File: config.mk
export PLATFORM = sky130hd
export DESIGN_NAME = pe_namespace_loader_flat
export DESIGN_NICKNAME = d
export VERILOG_FILES = /design/src/rtl/pe_namespace_loader_pkg.sv /design/src/rtl/pe_namespace_loader_if.sv /design/src/rtl/pe_namespace_loader.sv /design/src/flat_wrapper.sv
export SDC_FILE = /design/constraint.sdc
export NUM_CORES = 1
export LEC_CHECK = 0
export BUFFER_PORTS_ARGS = -buffer_cell sky130_fd_sc_hd__buf_2
export CAP_MARGIN = 20
export CORE_MARGIN = 10
export CORE_UTILIZATION = 53
export DETAILED_ROUTE_END_ITERATION = 12
export PLACE_DENSITY = 0.87
export SLEW_MARGIN = 20
export SYNTH_ARGS = -nofsm -noshare
export SYNTH_HDL_FRONTEND = slang
export SYNTH_SLANG_ARGS = --single-unit
File: constraint.sdc
create_clock -name ACLK -period 2.3 [get_ports ACLK]
set_input_delay 0.345 -clock ACLK [delete_from_list [all_inputs] [get_ports ACLK]]
set_output_delay 0.345 -clock ACLK [all_outputs]
set_load 0.1 [all_outputs]
File: src/rtl/pe_namespace_loader_pkg.sv
// Shared types for the PE namespace loader: header layout, namespace
// encodings, FSM states and the instruction-phase helper.
package pe_namespace_loader_pkg;

    localparam int LOG_NUM_PE   = 3;
    localparam int NUM_PE       = 1 << LOG_NUM_PE;
    localparam int LOG_MEM_NS   = 2;
    localparam int MEM_DATA_LEN = 16;
    localparam int COUNT_LEN    = 11;
    localparam int INST_WORDS   = 5;
    localparam int PHASE_W      = $clog2(INST_WORDS);
    localparam int WORD_CNT_W   = 16;

    localparam int HDR_LEN_LSB  = 0;
    localparam int HDR_TYPE_LSB = HDR_LEN_LSB + COUNT_LEN;
    localparam int HDR_PE_LSB   = HDR_TYPE_LSB + LOG_MEM_NS;

    typedef logic [LOG_NUM_PE-1:0]   pe_id_t;
    typedef logic [COUNT_LEN-1:0]    len_t;
    typedef logic [MEM_DATA_LEN-1:0] word_t;
    typedef logic [PHASE_W-1:0]      phase_t;

    typedef enum logic [LOG_MEM_NS-1:0] {
        NS_INST   = 2'd0,
        NS_DATA   = 2'd1,
        NS_WEIGHT = 2'd2,
        NS_META   = 2'd3
    } ns_type_e;

    // Field order mirrors the header word: [15:13] pe, [12:11] type, [10:0] len-1
    typedef struct packed {
        pe_id_t   pe;
        ns_type_e ns;
        len_t     len_m1;
    } hdr_t;

    typedef enum logic [2:0] {
        S_IDLE,
        S_HDR,
        S_BURST,
        S_SYNC,
        S_START,
        S_RUN,
        S_DONE
    } state_e;

    localparam phase_t INST_LAST = phase_t'(INST_WORDS - 1);

    function automatic phase_t phase_inc(input phase_t p);
        return (p == INST_LAST) ? '0 : p + 1'b1;
    endfunction

endpackage

File: src/rtl/pe_namespace_loader_if.sv
// Host stream input and shared namespace write bus of the loader.
interface pe_namespace_loader_if;
    import pe_namespace_loader_pkg::*;

    logic                  in_valid;
    logic                  in_ready;
    word_t                 in_data;
    logic                  in_last;

    logic                  mem_wrt_back;
    logic                  mem_wrt_valid;
    logic [LOG_NUM_PE-1:0] peId_mem_in;
    logic [LOG_MEM_NS-1:0] mem_data_type;
    word_t                 mem_data_out;

    modport master (
        input  in_valid,
        input  in_data,
        input  in_last,
        input  mem_wrt_back,
        output in_ready,
        output mem_wrt_valid,
        output peId_mem_in,
        output mem_data_type,
        output mem_data_out
    );

    modport slave (
        output in_valid,
        output in_data,
        output in_last,
        output mem_wrt_back,
        input  in_ready,
        input  mem_wrt_valid,
        input  peId_mem_in,
        input  mem_data_type,
        input  mem_data_out
    );

endinterface

File: src/rtl/pe_namespace_loader.sv
// Parses header/payload bursts onto the PE namespace write bus, then
// waits for all PEs, pulses start, and reports completion.
module pe_namespace_loader
    import pe_namespace_loader_pkg::*;
(
    input  logic                  ACLK,
    input  logic                  ARESETN,
    input  logic                  cfg_go,
    input  logic                  cfg_abort,
    input  logic [NUM_PE-1:0]     pe_wrt_done,
    input  logic [NUM_PE-1:0]     pe_eoc,
    output logic                  start,
    output logic                  done,
    output logic                  busy,
    output logic                  err_inst_align,
    output logic [WORD_CNT_W-1:0] word_cnt,
    pe_namespace_loader_if.master bus
);

    state_e   state;
    pe_id_t   pe_q;
    ns_type_e ns_q;
    logic     last_q;
    len_t     remaining;
    phase_t   phase;

    logic     wr_valid;
    pe_id_t   wr_pe;
    ns_type_e wr_ns;
    word_t    wr_data;

    logic     accept;
    logic     hs;
    logic     burst_end;
    hdr_t     hdr_in;

    assign accept    = (state == S_HDR) || (state == S_BURST);
    assign hs        = bus.in_valid && bus.in_ready;
    assign burst_end = (remaining == '0);
    assign hdr_in    = hdr_t'(bus.in_data);

    // Write-back owns the bus: stall the stream in the same cycle
    assign bus.in_ready      = accept && !bus.mem_wrt_back;
    assign bus.mem_wrt_valid = wr_valid;
    assign bus.peId_mem_in   = wr_pe;
    assign bus.mem_data_type = wr_ns;
    assign bus.mem_data_out  = wr_data;

    always_ff @(posedge ACLK) begin
        if (!ARESETN) begin
            state          <= S_IDLE;
            pe_q           <= '0;
            ns_q           <= NS_INST;
            last_q         <= 1'b0;
            remaining      <= '0;
            phase          <= '0;
            wr_valid       <= 1'b0;
            wr_pe          <= '0;
            wr_ns          <= NS_INST;
            wr_data        <= '0;
            start          <= 1'b0;
            done           <= 1'b0;
            busy           <= 1'b0;
            err_inst_align <= 1'b0;
            word_cnt       <= '0;
        end else if (cfg_abort) begin
            state    <= S_IDLE;
            wr_valid <= 1'b0;
            start    <= 1'b0;
            done     <= 1'b0;
            busy     <= 1'b0;
        end else begin
            wr_valid <= 1'b0;
            start    <= 1'b0;
            done     <= 1'b0;
            unique case (state)
                S_IDLE: begin
                    if (cfg_go) begin
                        state          <= S_HDR;
                        busy           <= 1'b1;
                        word_cnt       <= '0;
                        err_inst_align <= 1'b0;
                    end
                end
                S_HDR: begin
                    if (hs) begin
                        pe_q      <= hdr_in.pe;
                        ns_q      <= hdr_in.ns;
                        remaining <= hdr_in.len_m1;
                        last_q    <= bus.in_last;
                        phase     <= '0;
                        state     <= S_BURST;
                    end
                end
                S_BURST: begin
                    if (hs) begin
                        wr_valid <= 1'b1;
                        wr_pe    <= pe_q;
                        wr_ns    <= ns_q;
                        wr_data  <= bus.in_data;
                        if (word_cnt != '1) begin
                            word_cnt <= word_cnt + 1'b1;
                        end
                        // Instruction bursts must end on a packed-word boundary
                        if (ns_q == NS_INST) begin
                            phase <= phase_inc(phase);
                            if (burst_end && phase != INST_LAST) begin
                                err_inst_align <= 1'b1;
                            end
                        end
                        if (burst_end) begin
                            state <= last_q ? S_SYNC : S_HDR;
                        end else begin
                            remaining <= remaining - 1'b1;
                        end
                    end
                end
                S_SYNC: begin
                    // Final write must leave the bus before done is trusted
                    if (!wr_valid && (&pe_wrt_done)) begin
                        start <= 1'b1;
                        state <= S_START;
                    end
                end
                S_START: begin
                    state <= S_RUN;
                end
                S_RUN: begin
                    if (&pe_eoc) begin
                        done  <= 1'b1;
                        state <= S_DONE;
                    end
                end
                S_DONE: begin
                    busy  <= 1'b0;
                    state <= S_IDLE;
                end
                default: begin
                    state <= S_IDLE;
                end
            endcase
        end
    end

endmodule

File: src/flat_wrapper.sv
// flat-port wrapper written by rule: the top's interface ports become plain ports
module pe_namespace_loader_flat import pe_namespace_loader_pkg::*;
  (ACLK, ARESETN, cfg_go, cfg_abort, pe_wrt_done, pe_eoc, start, done, busy, err_inst_align, word_cnt, bus_in_valid, bus_in_data, bus_in_last, bus_mem_wrt_back, bus_in_ready, bus_mem_wrt_valid, bus_peId_mem_in, bus_mem_data_type, bus_mem_data_out);
  pe_namespace_loader_if bus_i ();
  input  logic ACLK;
  input  logic ARESETN;
  input  logic cfg_go;
  input  logic cfg_abort;
  input  logic [NUM_PE-1:0] pe_wrt_done;
  input  logic [NUM_PE-1:0] pe_eoc;
  output logic start;
  output logic done;
  output logic busy;
  output logic err_inst_align;
  output logic [WORD_CNT_W-1:0] word_cnt;
  input wire logic [$bits(bus_i.in_valid)-1:0] bus_in_valid;
  input wire logic [$bits(bus_i.in_data)-1:0] bus_in_data;
  input wire logic [$bits(bus_i.in_last)-1:0] bus_in_last;
  input wire logic [$bits(bus_i.mem_wrt_back)-1:0] bus_mem_wrt_back;
  output wire logic [$bits(bus_i.in_ready)-1:0] bus_in_ready;
  output wire logic [$bits(bus_i.mem_wrt_valid)-1:0] bus_mem_wrt_valid;
  output wire logic [$bits(bus_i.peId_mem_in)-1:0] bus_peId_mem_in;
  output wire logic [$bits(bus_i.mem_data_type)-1:0] bus_mem_data_type;
  output wire logic [$bits(bus_i.mem_data_out)-1:0] bus_mem_data_out;
  assign bus_i.in_valid = bus_in_valid;
  assign bus_i.in_data = bus_in_data;
  assign bus_i.in_last = bus_in_last;
  assign bus_i.mem_wrt_back = bus_mem_wrt_back;
  assign bus_in_ready = bus_i.in_ready;
  assign bus_mem_wrt_valid = bus_i.mem_wrt_valid;
  assign bus_peId_mem_in = bus_i.peId_mem_in;
  assign bus_mem_data_type = bus_i.mem_data_type;
  assign bus_mem_data_out = bus_i.mem_data_out;
  pe_namespace_loader u_core (.ACLK(ACLK), .ARESETN(ARESETN), .cfg_go(cfg_go), .cfg_abort(cfg_abort), .pe_wrt_done(pe_wrt_done), .pe_eoc(pe_eoc), .start(start), .done(done), .busy(busy), .err_inst_align(err_inst_align), .word_cnt(word_cnt), .bus(bus_i));
endmodule
### Word level (Yosys, flattened, before mapping)

Cells that the tools add are included.

| storage, ports and cells | value |
|---|---|
| flip-flop bits (word level) | 65 |
| input port bits | 39 |
| output and inout port bits | 43 |
| logic and storage cells | 100 |

| cells by class | value |
|---|---|
| add/sub/neg operators | 3 |
| eq/ne operators | 19 |
| muxes and demuxes | 31 |
| bitwise gates (word level) | 5 |
| reduce and logical (&&, ||, !) cells | 27 |

Operators by type and width:

| operator | number |
|---|---|
| 16-bit two-way mux | 3 |
| 11-bit two-way mux | 3 |
| 16-bit case mux with 2 select lines | 1 |
| 3-bit two-way mux | 10 |
| 11-bit case mux with 2 select lines | 1 |
| 3-bit case mux with 6 select lines | 1 |
| 16-bit by 1-bit adder with 16-bit output, second input constant | 1 |
| 16-bit != test, second input constant | 1 |
| 8-bit AND reduction | 2 |
| 5-bit AND reduction | 3 |
| 3-bit equality test, second input constant | 4 |
| 6-bit AND reduction | 2 |
| 11-bit logical NOT | 1 |
| 11-bit by 1-bit subtractor with 11-bit output, second input constant | 1 |
| 2-bit by 1-bit != test with 1-bit output, second input constant | 5 |
| 2-bit != test, second input constant | 5 |
| 3-bit OR reduction | 3 |
| 1-bit two-way mux | 8 |
| 3-bit by 2-bit equality test with 1-bit output, second input constant | 2 |
| 3-bit case mux with 2 select lines | 1 |
| 3-bit AND reduction | 2 |
| 2-bit nonzero test | 3 |
| 1-bit inverter | 5 |
| 1-bit logical AND | 4 |
| 11 further kinds | 13 |

### Longest topological paths before layout

| logic depth | value |
|---|---|
| depth in word-level cells | 6 |
| mapped depth | 7 |
| gate-level depth less buffers | 6 |

### Least setup slack after synthesis

Ideal clock, no wire load.

| timing | value |
|---|---|
| path kind | register -> output |
| start | register u_core.state[0] |
| end | output port bus_in_ready |
| data arrival time | 3.002 ns |
| required time | 1.955 ns |
| slack | -1.047 ns |
| cell stages (with the launch flop) | 4 |
| path buffers | 1 |
| cells stage by stage | dfxtp_1 -> clkbuf_1 -> nand2b_1 -> a211oi_1 |

| on the way | value |
|---|---|
| cells in the longest elaborated chain, start to end | 3 |
| elaborated cells between the ends (all ways) | 4 |
| classes of those cells | eq/ne: 2; reduce/logical: 2 |

Ends and longest elaborated chain:

| item | line | source |
|---|---|---|
| start: declaration | pe_namespace_loader.sv:20 | `state_e state;` |
| start signal: assignment | pe_namespace_loader.sv:112 | `state <= last_q ? S_SYNC : S_HDR;` |
| 3-bit by 1-bit equality test with 1-bit output / 3-bit by 2-bit equality test with 1-bit output (equally long branches) | pe_namespace_loader.sv:37 | `assign accept = (state == S_HDR) \|\| (state == S_BURST);` |
| 1-bit logical OR (*) | pe_namespace_loader.sv:37 |  |
| 1-bit logical AND (*) | pe_namespace_loader.sv:43 | `assign bus.in_ready = accept && !bus.mem_wrt_back;` |
| end: declaration | flat_wrapper.sv:20 | `output wire logic [$bits(bus_i.in_ready)-1:0] bus_in_ready;` |

Every way passes the cells marked *; elsewhere a longest branch is shown, timed or not.

### Worst setup path in the final report

| timing | value |
|---|---|
| start | register u_core.state[0] |
| end | register u_core.word_cnt[13] |

| on the way | value |
|---|---|
| cells in the longest elaborated chain, start to end | 6 |
| elaborated cells between the ends (all ways) | 12 |
| classes of those cells | eq/ne: 5; mux: 1; reduce/logical: 6 |

Ends and longest elaborated chain:

| item | line | source |
|---|---|---|
| 3-bit by 1-bit equality test with 1-bit output / 3-bit by 2-bit equality test with 1-bit output (equally long branches) | pe_namespace_loader.sv:37, pe_namespace_loader.sv:76 |  |
| 1-bit logical OR | pe_namespace_loader.sv:37 |  |
| 1-bit logical AND | pe_namespace_loader.sv:43 |  |
| 1-bit logical AND | pe_namespace_loader.sv:38 | `assign hs = bus.in_valid && bus.in_ready;` |
| 2-bit by 1-bit != test with 1-bit output (no line) | -- |  |
| 5-bit AND reduction (no line) | -- |  |
| end signal: assignment | pe_namespace_loader.sv:102 | `word_cnt <= word_cnt + 1'b1;` |
| end: declaration | pe_namespace_loader.sv:16 | `output logic [WORD_CNT_W-1:0] word_cnt,` |

Several ways; a longest one is shown, not always the timed one.
A chain may end at the register's enable or synchronous reset.

==> results.py <==
metrics = {
    "outcome": {
        "status": "completed",
    },
    "sta": {
        "finalCriticalPeriod_ns": 2.20,
        "final.setup.tns_ns": 0,
        "timing.fmax_mhz": 455,
        "timing.final.hold_violations": 0,
        "clock_skew_ns": 0.0102,
        "hold_slack_ns": 0.233,
        "setup_violations": 0,
        "slew_headroom_pct": 59.6,
        "rsz0062_at_grt": "yes",
        "finalMaxSlewViolations": 0,
        "timing.final.crit_share_pct": 95.6,
        "worstMarginPinSlew_ns": 0.600,
    },
    "drt": {
        "drc": 0,
        "via_count": 3403,
        "detail-route-antenna-nets": 0,
        "finalWirelength_um": 9440,
        "drt_first_pass_iters": 5,
        "vias_per_cell": 5.93,
        "wl_per_cell_um": 16.4,
        "drtIter0Drc": 251,
    },
    "grt": {
        "grt_pass1_vias": 3190,
        "grt.met2_usage_pct": 31.9,
        "grt_usage_pct": 19.1,
        "grt.met3_usage_pct": 5.32,
        "overflow": 0,
        "grt_pass1_wl_um": 15400,
        "met1_usage_pct": 22.7,
        "antenna_found_initial": 0,
        "grt_busiest_layer": "met2",
        "grt_max_degree": 40,
    },
    "power": {
        "p_comb_share_pct": 7.9,
        "p_leak_nw": 1.60,
        "power.internal_w": 0.00182,
        "swShare_pct": 25.8,
        "clkPwrFrac_pct": 45.8,
        "pwr_density_cell_nw_per_um2": 611,
        "pwr-share-seq_pct": 46.2,
        "p_sw_w": 0.000633,
        "vdd_drop_max_uv": 572,
    },
    "yosys": {
        "yosysTopAreaCell": "dfxtp_1",
        "synthCells": 400,
        "ys_seq_area_share_pct": 41.5,
        "ys_seq_elements": 65,
        "syn_avg_cell_area_um2": 7.84,
        "synth_warnings": 0,
        "synth.net_count": 444,
        "ys_top_cells_by_count": "86 x nand2_1, 65 x dfxtp_1, 47 x a21oi_1",
        "synth_top_area_share_pct": 41.5,
        "netlist_area_um2": 3140,
        "synth_most_common_cell": "nand2_1",
        "synth.top_cells.by_area": "dfxtp_1 42%, nand2_1 10%, a21oi_1 7.5%",
        "ys_types": 56,
        "synthFlopType": "dfxtp_1",
        "asyncSetResetFlopFracSynth_pct": 0,
        "synth_edf_count": 0,
    },
    "cells_and_area": {
        "fin_cells": 574,
        "syn_to_final_growth_pct": 27.9,
        "final_nets": 541,
        "drive_above_1_share_pct": 29.1,
        "antenna_cells": 0,
    },
    "clocking": {
        "htree_levels": 3,
        "cts_root_buf": "clkbuf_8",
        "cts_setup_buffers": 0,
        "clockBufferDepth": 2,
        "ctsHoldBuffers": 0,
        "cts.sinks": 65,
        "cts.reportedPaths.clkPinSlew_ns": 0.08,
        "cts_made_buffers": 9,
        "insertion_delay_ns": 0.35,
        "cts_tree": "done",
    },
    "place": {
        "port_buffers": 81,
        "placed_cells": 558,
        "gp_congestion": 0.924,
        "dp_hpwl_um": 6640,
    },
    "setup_path": {
        "critPathSlowestCell": "or3_1",
        "cp.required_ns": 2.55,
        "cp_max_fo": 26,
        "startpoint_type": "flop",
        "worstSetupEndpointType": "flop",
        "arrival_ns": 2.45,
        "path_cells": "or3_1 > nor4_4 > buf_6 > o211ai_1 > buf_4 > o41ai_1",
        "crit_type": "reg2reg",
        "max_stage_delay_ns": 0.45,
    },
    "floorplan": {
        "die_width_um": 96.9,
        "design.core.area_um2": 5610,
        "num_rows": 27,
        "die_h_um": 96.9,
        "initial_core_util_pct": 55.9,
        "die_area_um2": 9390,
        "io_pins": 82,
    },
    "flow_run": {
        "maxCapViolCount": 0,
    },
    "hold_path": {
        "worstHoldPathType": "in2reg",
    },
}
timing repair:
action	CTS	global route
setup endpoints to repair	0	5
hold endpoints to repair	0	0
resized for setup	0	2
worst paths after layout:
path	startpoint	to	slack, ns	cells past startpoint
worst min-delay path	bus_in_data[13]	u_core.bus.mem_data_out[13]$_SDFFE_PN0P_	0.23	3
worst min register to register	u_core.bus.mem_data_out[1]$_SDFFE_PN0P_	u_core.bus.mem_data_out[1]$_SDFFE_PN0P_	0.46	2
worst max register to register	u_core.state[0]$_SDFFE_PP0P_	u_core.word_cnt[13]$_SDFFE_PN0P_	0.10	6
worst max-delay path	u_core.state[0]$_SDFFE_PP0P_	u_core.word_cnt[13]$_SDFFE_PN0P_	0.10	6
registers in the layout (all words and copies together), names as in the netlist, 2 cells and up:
signal and count:
u_core.pe_q 3, u_core.bus.mem_data_type 2, u_core.bus.mem_data_out 16, u_core.word_cnt 16, u_core.state 3, u_core.ns_q 2
u_core.bus.peId_mem_in 3, u_core.phase 3, u_core.remaining 11
cell usage in the layout, fill, tap and decap left out, drive strengths merged, types with 4 or more instances in the layout:
cell type  netlist  routed
a211oi           4       4
a21oi           47      47
a31oi            5       5
and3             5       5
buf              1     106
clkbuf          19       9
dfxtp           65      65
ha               5       5
inv              8      12
nand2           86      86
nand2b           5       5
nand3           11      11
nand4           10      10
nor2            26      26
nor2b            4       4
nor3             9       9
nor4             8       8
o211ai           4       4
o21ai           16      16
o31ai            5       5
or3              5       5
worst max-delay path: cells and delay by family, from the launching register on:
kind / cells / cell delay, ns
compound gates: 2 / 0.44
simple gates: 2 / 0.81
buf+inv: 2 / 0.47
flops: 1 / 0.39
layout make-up:
cell class	count	area, µm²
Clock inverter	7	98.8
Clock buffer	9	124
Timing Repair Buffer	106	597
Sequential cell	65	1330
Multi-Input combinational cell	306	1740
Fill cell	468	1600
Tap cell	72	90.1
Inverter	9	33.8
logic make-up (layout without fill, tap and decap cells):
family	after synthesis	count (layout)	synth area share, %
compound gates	115	115	23.9
fa+ha+maj	5	5	2.00
buf+inv	29	131	3.51
flops	65	65	41.5
mux	2	2	0.678
simple gates	184	184	28.4
per-stage QoR:
step           total power (W)  utilization, %  area [µm²]  setup slack (ns)
2_1_floorplan          0.00127               -        3170            0.0142
3_3_place_gp           0.00134            67.4        3780             0.139
3_5_place_dp           0.00135            67.4        3780            0.0316
4_1_cts                0.00246            71.4        4000            0.0532
5_1_grt                0.00252            71.5        4010           -0.0131
6_report               0.00245            71.5        4010             0.101
power groups by stage:
| stage | clock (W) | combinational (W) | sequential, W |
|---|---|---|---|
| after floorplan | 0 | 0.0000916 | 0.00118 |
| after global placement | 0 | 0.000185 | 0.00116 |
| after detailed placement | 0 | 0.000189 | 0.00116 |
| after CTS | 0.00113 | 0.000192 | 0.00113 |
| after global routing | 0.00118 | 0.000210 | 0.00113 |
| final | 0.00112 | 0.000195 | 0.00113 |
per-layer routing:
metal | routed length, µm | vias to the layer above
met5 | 0 | -
met4 | 229 | 0
met3 | 594 | 26
met2 | 4770 | 160
met1 | 3850 | 1560
li1 | - | 1657
Note: power is estimated with default switching activity, not from simulation.
